$ cat config.mk
export PLATFORM = sky130hd
export DESIGN_NAME = lc_mem_arbiter
export DESIGN_NICKNAME = d
export VERILOG_FILES = /design/src/rtl/lc_mem_arbiter_pkg.sv /design/src/rtl/lc_mem_arbiter_watchdog.sv /design/src/rtl/lc_mem_arbiter.sv
export SDC_FILE = /design/constraint.sdc
export NUM_CORES = 1
export LEC_CHECK = 0
export CAP_MARGIN = 5
export CORE_MARGIN = 3
export CORE_UTILIZATION = 42
export CTS_BUF_LIST = sky130_fd_sc_hd__clkbuf_8
export DETAILED_ROUTE_END_ITERATION = 7
export PLACE_DENSITY_LB_ADDON = 0.1
export SETUP_SLACK_MARGIN = 0.02
export SLEW_MARGIN = 20
export SYNTH_ARGS = -nofsm -noshare
export SYNTH_HDL_FRONTEND = slang
export SYNTH_SLANG_ARGS = --single-unit
$ cat constraint.sdc
create_clock -name CLK -period 3.4 [get_ports CLK]
set_clock_uncertainty 0.05 [all_clocks]
set_input_delay 0.68 -clock CLK [delete_from_list [all_inputs] [get_ports CLK]]
set_output_delay 0.68 -clock CLK [all_outputs]
set_load 0.005 [all_outputs]
$ cat src/rtl/lc_mem_arbiter_pkg.sv
// Shared layer-memory definitions: MEM port widths, arbiter FSM encodings and
// the default watchdog limit used by lc_mem_arbiter.
package lc_mem_arbiter_pkg;

   localparam int LC_MEM_ADDR_WIDTH  = 30;
   localparam int LC_MEM_DATA_WIDTH  = 32;
   localparam int LC_MEM_ARB_TIMEOUT = 255;

   typedef enum logic [1:0] {
      ST_IDLE = 2'd0,
      ST_REQ  = 2'd1,
      ST_ACK  = 2'd2,
      ST_REL  = 2'd3
   } arb_state_t;

   // Returns the winning requester index; only meaningful when req != 0.
   function automatic logic pick_winner(input logic [1:0] req, input logic favor);
      if (req == 2'b11) return favor;
      return req[1];
   endfunction

endpackage

$ cat src/rtl/lc_mem_arbiter_watchdog.sv
// Loadable down-counter with an expiry flag; bounds how long the arbiter waits
// for the memory acknowledge.
module lc_mem_arb_watchdog #(
   parameter int CW = 8
) (
   input  logic          clk,
   input  logic          rst_n,
   input  logic          load,
   input  logic [CW-1:0] load_val,
   input  logic          en,
   output logic          expired
);

   logic [CW-1:0] cnt;

   always_ff @(posedge clk) begin
      if (!rst_n)
         cnt <= '0;
      else if (load)
         cnt <= load_val;
      else if (en && (cnt != '0))
         cnt <= cnt - 1'b1;
   end

   assign expired = (cnt == '0);

endmodule

$ cat src/rtl/lc_mem_arbiter.sv
// Round-robin arbiter sharing one layer memory port between the layer
// controller (requester 0) and the CPU (requester 1). Watchdog: MEM_ARB_TIMEOUT_EN.
module lc_mem_arbiter
   import lc_mem_arbiter_pkg::*;
#(
   parameter int AW             = LC_MEM_ADDR_WIDTH,
   parameter int DW             = LC_MEM_DATA_WIDTH,
   parameter int TIMEOUT_CYCLES = LC_MEM_ARB_TIMEOUT
) (
   input  logic            CLK,
   input  logic            RESETn,
   input  logic [1:0]      REQ_IN,
   input  logic [1:0]      WRITE_IN,
   input  logic [2*AW-1:0] ADDR_IN,
   input  logic [2*DW-1:0] DATA_IN,
   output logic [1:0]      ACK_OUT,
   output logic [DW-1:0]   RD_DATA_OUT,
   output logic            ERR_OUT,
   output logic [1:0]      GRANT_OUT,
   output logic            MEM_REQ_OUT,
   output logic            MEM_WRITE,
   output logic [AW-1:0]   MEM_ADDR_OUT,
   output logic [DW-1:0]   MEM_DATA_OUT,
   input  logic            MEM_ACK_IN,
   input  logic [DW-1:0]   MEM_DATA_IN
);

   arb_state_t    state, state_nx;
   logic [1:0]    grant_r, grant_nx;
   logic [1:0]    ack_r, ack_nx;
   logic          err_r, err_nx;
   logic [DW-1:0] rd_r, rd_nx;
   logic          mem_req_r, mem_req_nx;
   logic          mem_write_r, mem_write_nx;
   logic [AW-1:0] mem_addr_r, mem_addr_nx;
   logic [DW-1:0] mem_data_r, mem_data_nx;
   logic          favor_r, favor_nx;

   logic          win;
   logic          owner;
   logic          wd_load;
   logic          wd_expired;

   assign win   = pick_winner(REQ_IN, favor_r);
   assign owner = grant_r[1];

`ifdef MEM_ARB_TIMEOUT_EN
   localparam int T_EFF = (TIMEOUT_CYCLES < 1) ? 1 : TIMEOUT_CYCLES;
   localparam int CW    = $clog2(T_EFF + 1);
   // Loaded with T-1 at grant so expiry lands on the T-th cycle spent in REQ.
   localparam logic [CW-1:0] WD_LOAD = CW'(T_EFF - 1);

   lc_mem_arb_watchdog #(
      .CW(CW)
   ) u_watchdog (
      .clk     (CLK),
      .rst_n   (RESETn),
      .load    (wd_load),
      .load_val(WD_LOAD),
      .en      (state == ST_REQ),
      .expired (wd_expired)
   );
`else
   logic unused_timeout;
   assign unused_timeout = ^{TIMEOUT_CYCLES, wd_load};
   assign wd_expired     = 1'b0;
`endif

   always_ff @(posedge CLK) begin
      if (!RESETn) begin
         state       <= ST_IDLE;
         grant_r     <= '0;
         ack_r       <= '0;
         err_r       <= 1'b0;
         rd_r        <= '0;
         mem_req_r   <= 1'b0;
         mem_write_r <= 1'b0;
         mem_addr_r  <= '0;
         mem_data_r  <= '0;
         favor_r     <= 1'b0;
      end else begin
         state       <= state_nx;
         grant_r     <= grant_nx;
         ack_r       <= ack_nx;
         err_r       <= err_nx;
         rd_r        <= rd_nx;
         mem_req_r   <= mem_req_nx;
         mem_write_r <= mem_write_nx;
         mem_addr_r  <= mem_addr_nx;
         mem_data_r  <= mem_data_nx;
         favor_r     <= favor_nx;
      end
   end

   always_comb begin
      state_nx     = state;
      grant_nx     = grant_r;
      ack_nx       = ack_r;
      err_nx       = err_r;
      rd_nx        = rd_r;
      mem_req_nx   = mem_req_r;
      mem_write_nx = mem_write_r;
      mem_addr_nx  = mem_addr_r;
      mem_data_nx  = mem_data_r;
      favor_nx     = favor_r;
      wd_load      = 1'b0;

      case (state)
         ST_IDLE: begin
            if (|REQ_IN) begin
               grant_nx     = win ? 2'b10 : 2'b01;
               mem_req_nx   = 1'b1;
               mem_write_nx = WRITE_IN[win];
               mem_addr_nx  = win ? ADDR_IN[2*AW-1:AW] : ADDR_IN[AW-1:0];
               mem_data_nx  = win ? DATA_IN[2*DW-1:DW] : DATA_IN[DW-1:0];
               wd_load      = 1'b1;
               state_nx     = ST_REQ;
            end
         end
         ST_REQ: begin
            // A real acknowledge wins over a watchdog expiry in the same cycle.
            if (MEM_ACK_IN) begin
               ack_nx = grant_r;
               if (!mem_write_r)
                  rd_nx = MEM_DATA_IN;
               state_nx = ST_ACK;
            end else if (wd_expired) begin
               mem_req_nx = 1'b0;
               ack_nx     = grant_r;
               err_nx     = 1'b1;
               state_nx   = ST_ACK;
            end
         end
         ST_ACK: begin
            if (!REQ_IN[owner]) begin
               ack_nx     = '0;
               err_nx     = 1'b0;
               mem_req_nx = 1'b0;
               state_nx   = ST_REL;
            end
         end
         ST_REL: begin
            if (!MEM_ACK_IN) begin
               grant_nx = '0;
               favor_nx = ~owner;
               state_nx = ST_IDLE;
            end
         end
         default: state_nx = ST_IDLE;
      endcase
   end

   assign ACK_OUT      = ack_r;
   assign RD_DATA_OUT  = rd_r;
   assign ERR_OUT      = err_r;
   assign GRANT_OUT    = grant_r;
   assign MEM_REQ_OUT  = mem_req_r;
   assign MEM_WRITE    = mem_write_r;
   assign MEM_ADDR_OUT = mem_addr_r;
   assign MEM_DATA_OUT = mem_data_r;

endmodule

==> flow_metrics.tcl <==
set metrics [dict create \
    post_drt_wl_per_cell_um 17.0 \
    routed_wirelength_um 15800 \
    route.detailed.drc 0 \
    grt_remaining_overflow 0 \
    antenna_cells 0 \
    syn-mean-instance-area_um2 7.96 \
    outcome "completed" \
    synth.top_cell.area_share_pct 46.2 \
    crit_end "MEM_DATA_OUT[19]" \
    h-tree-depth 3 \
    floorplan.die.width_um 109 \
    drt.antenna.violating_nets 0 \
    power.leakage_nw 2.54 \
    track_usage_pct 25.1 \
    met3_wirelength_um 1530 \
    async_flop_share_pct 0 \
    drt-pass1-iter-count 5 \
    tns_ps 0 \
    first_global_vias 4794 \
    post-cts-setup-buffers 0 \
    largest_cells_by_area_after_synthesis "sky130_fd_sc_hd__dfxtp_1, sky130_fd_sc_hd__o21ai_0, sky130_fd_sc_hd__a31oi_1" \
    max_cap_viol_count 0 \
    die_height_um 109 \
    clockRootBuffer "sky130_fd_sc_hd__clkbuf_8" \
    post_synth_edffs 0 \
    numCtsBuffers 9 \
    fillers 859 \
    clk_path_buf_depth 2 \
    report.final.slew_viol_count 0 \
    dp.final_hpwl_um 11100 \
    place_inst 910 \
    wirelength_met1_um 6020 \
    max-vdd-ir-drop_uv 357 \
    port-buffer-count 262 \
    min_cycle_time_layout_ps 2290 \
    rows 37 \
    postSynthRegisterBits 103 \
    layout.area.seq_um2 2060 \
    min_path_type "reg2reg" \
    total_power_mw 4.31 \
    top_layer "met4" \
    gpl.final_weighted_congestion 0.796 \
    timing.critical_path.fanout_max 30 \
    timing.critical_path.from_type "primary input" \
    worstPathRequired_ps 3650 \
    synth.top_cells.by_count "sky130_fd_sc_hd__dfxtp_1, sky130_fd_sc_hd__o21ai_0, sky130_fd_sc_hd__nand2_1" \
    fin_cells 926 \
    fmax_mhz 437 \
    worstPathCellList "clkdlybuf4s50_1, nand2b_2, buf_4, nand3_1, a31oi_1" \
    initialDrtViolationCount 402 \
    r2r_setup_slack_ps 1470 \
    clock_insertion_delay_worst_skew_ps 360 \
    vias_per_cell 5.43 \
    unrepaired_setup_endpoints_after_global_routing "false" \
    worstMarginPinSlew_ps 906 \
    worst-r2r-cell-count 4 \
    die_area_um2 11900 \
    worst_setup_path_end_kind "flop" \
    final_layout_size_suffix_gt1_share_pct 4.56 \
    cts_tree "yes" \
    fin_crit_sh_pct 67.2 \
    max_stage_delay_ps 540 \
    gates_resized_cts_repair 0 \
    final_number_of_setup_violating_endpoints 0 \
    syn_std_cell_area_um2 4460 \
    design.portCount 264 \
    pwr_density_cell_nw_per_um2 592 \
    netlist_instances 561 \
    netlist-cell-type-count 31 \
    setup.worst_path.class "in2reg" \
    slew_headroom_pct 39.2 \
    grt_max_degree 54 \
    synthFlopType "sky130_fd_sc_hd__dfxtp_1" \
    antenna_found_initial 0 \
    cp_slowest_cell "sky130_fd_sc_hd__nand2b_2" \
    detailroute.via_count 5024 \
    synth-warning-count 0 \
    met2_wire_len_um 7930 \
    multi_input_comb_area_um2 2110 \
    layout-area-overhead-vs-synth_pct 63.1 \
    postCtsHoldBufs 0 \
    core_area_um2 10300 \
    synth_sequential_area_ratio_pct 46.2 \
    synth.net_count 731 \
    crit-reg2reg-launch "favor_r" \
    final_nets 955 \
    clock_pin_slew_on_the_worst_setup_and_hold_paths_ps 110 \
    wire_length_of_the_first_global_routing_pass_um 23700 \
    worst-endpoint-arrival_ps 2530 \
    synth_largest_area_cell "sky130_fd_sc_hd__dfxtp_1" \
    worstReg2RegEnd "MEM_DATA_OUT[19]" \
    floorplan.initialDensity_pct 43.2 \
    synth.most_common_cell "sky130_fd_sc_hd__dfxtp_1" \
    startpoint "REQ_IN[0]" \
    hold_violations 0 \
    clkSinkCount 103 \
]
==> metal layers <==
layer  track usage [%]  vias up
li1                  -     2466
met1              28.9     2323
met2              44.2      212
met3              7.16       23
met4              8.93        0
met5                 0        -
==> worst min-delay path by stage <==
stage,start,endpoint,slack [ps],cells past startpoint
2_1_floorplan,ACK_OUT[0],ACK_OUT[0],400,2
3_3_place_gp,RD_DATA_OUT[4],RD_DATA_OUT[4],390,2
3_5_place_dp,RD_DATA_OUT[7],RD_DATA_OUT[7],400,2
4_1_cts,RD_DATA_OUT[7],RD_DATA_OUT[7],410,2
5_1_grt,RD_DATA_OUT[1],RD_DATA_OUT[1],420,2
6_report,RD_DATA_OUT[24],RD_DATA_OUT[24],410,2
==> cell families after synthesis <==
| family | count (synthesis) | synth area share [%] |
|---|---|---|
| AO/OA/AOI/OAI | 236 | 28.9 |
| adder cells (fa/ha/maj) | 7 | 1.96 |
| buffers and inverters | 66 | 6.78 |
| flip-flops | 103 | 46.2 |
| multiplexers | 7 | 1.63 |
| other | 1 | 0.0840 |
| AND/OR/NAND/NOR | 141 | 14.5 |
==> layout by cell type (no fill, tap or decap), types with 2 or more instances in the layout <==
cell,instances
sky130_fd_sc_hd__clkdlybuf4s50_1,260
sky130_fd_sc_hd__dfxtp_1,103
sky130_fd_sc_hd__o21ai_0,79
sky130_fd_sc_hd__nand2_1,69
sky130_fd_sc_hd__nand3_1,65
sky130_fd_sc_hd__a31oi_1,63
sky130_fd_sc_hd__o21ai_1,51
sky130_fd_sc_hd__a21oi_1,36
sky130_fd_sc_hd__clkbuf_8,9
sky130_fd_sc_hd__buf_4,9
sky130_fd_sc_hd__ha_1,7
sky130_fd_sc_hd__inv_1,5
sky130_fd_sc_hd__mux2i_1,5
sky130_fd_sc_hd__mux2_2,2
sky130_fd_sc_hd__inv_6,2
sky130_fd_sc_hd__buf_2,2
sky130_fd_sc_hd__buf_12,2
==> critical path, delay by kind of cell <==
kind,cells,cell delay (ps)
buffers and inverters,2,940
and+or+nand+nor,2,680
AOI/OAI and AO/OA,1,230
==> power by group <==
part	total [mW]	internal (mW)	switching, mW
Combinational	1.78	1.00	0.774
Sequential	1.75	1.55	0.196
Clock	0.781	0.344	0.437
==> layout make-up <==
class | instances | share of cell area (%)
clock inverters | 7 | 0.997
flip-flops and latches | 103 | 28.3
well taps | 136 | 2.34
inverters | 6 | 0.309
repair buffers | 273 | 37.4
clock buffers | 9 | 1.70
multi-input cells | 392 | 29.0
==> flip-flops by register name, summed over array words and instances (netlist names) <==
| name | flops |
|---|---|
| RD_DATA_OUT | 32 |
| favor_r | 1 |
| MEM_ADDR_OUT | 30 |
| MEM_WRITE | 1 |
| state | 2 |
| GRANT_OUT | 2 |
| MEM_REQ_OUT | 1 |
| MEM_DATA_OUT | 32 |
| ACK_OUT | 2 |
==> through the flow <==
step / instance area (µm²) / worst slack (ps) / hold WS [ps] / utilization (%)
after CTS: 7280 / 1120 / 411 / 70.5
after global routing: 7280 / 1020 / 425 / 70.5
after floorplan: 4460 / 1800 / 401 / -
after global placement: 7080 / 830 / 391 / 68.6
after detailed placement: 7080 / 733 / 396 / 68.6
final: 7280 / 1110 / 410 / 70.5
No activity file was read; power rests on OpenSTA's default activity.
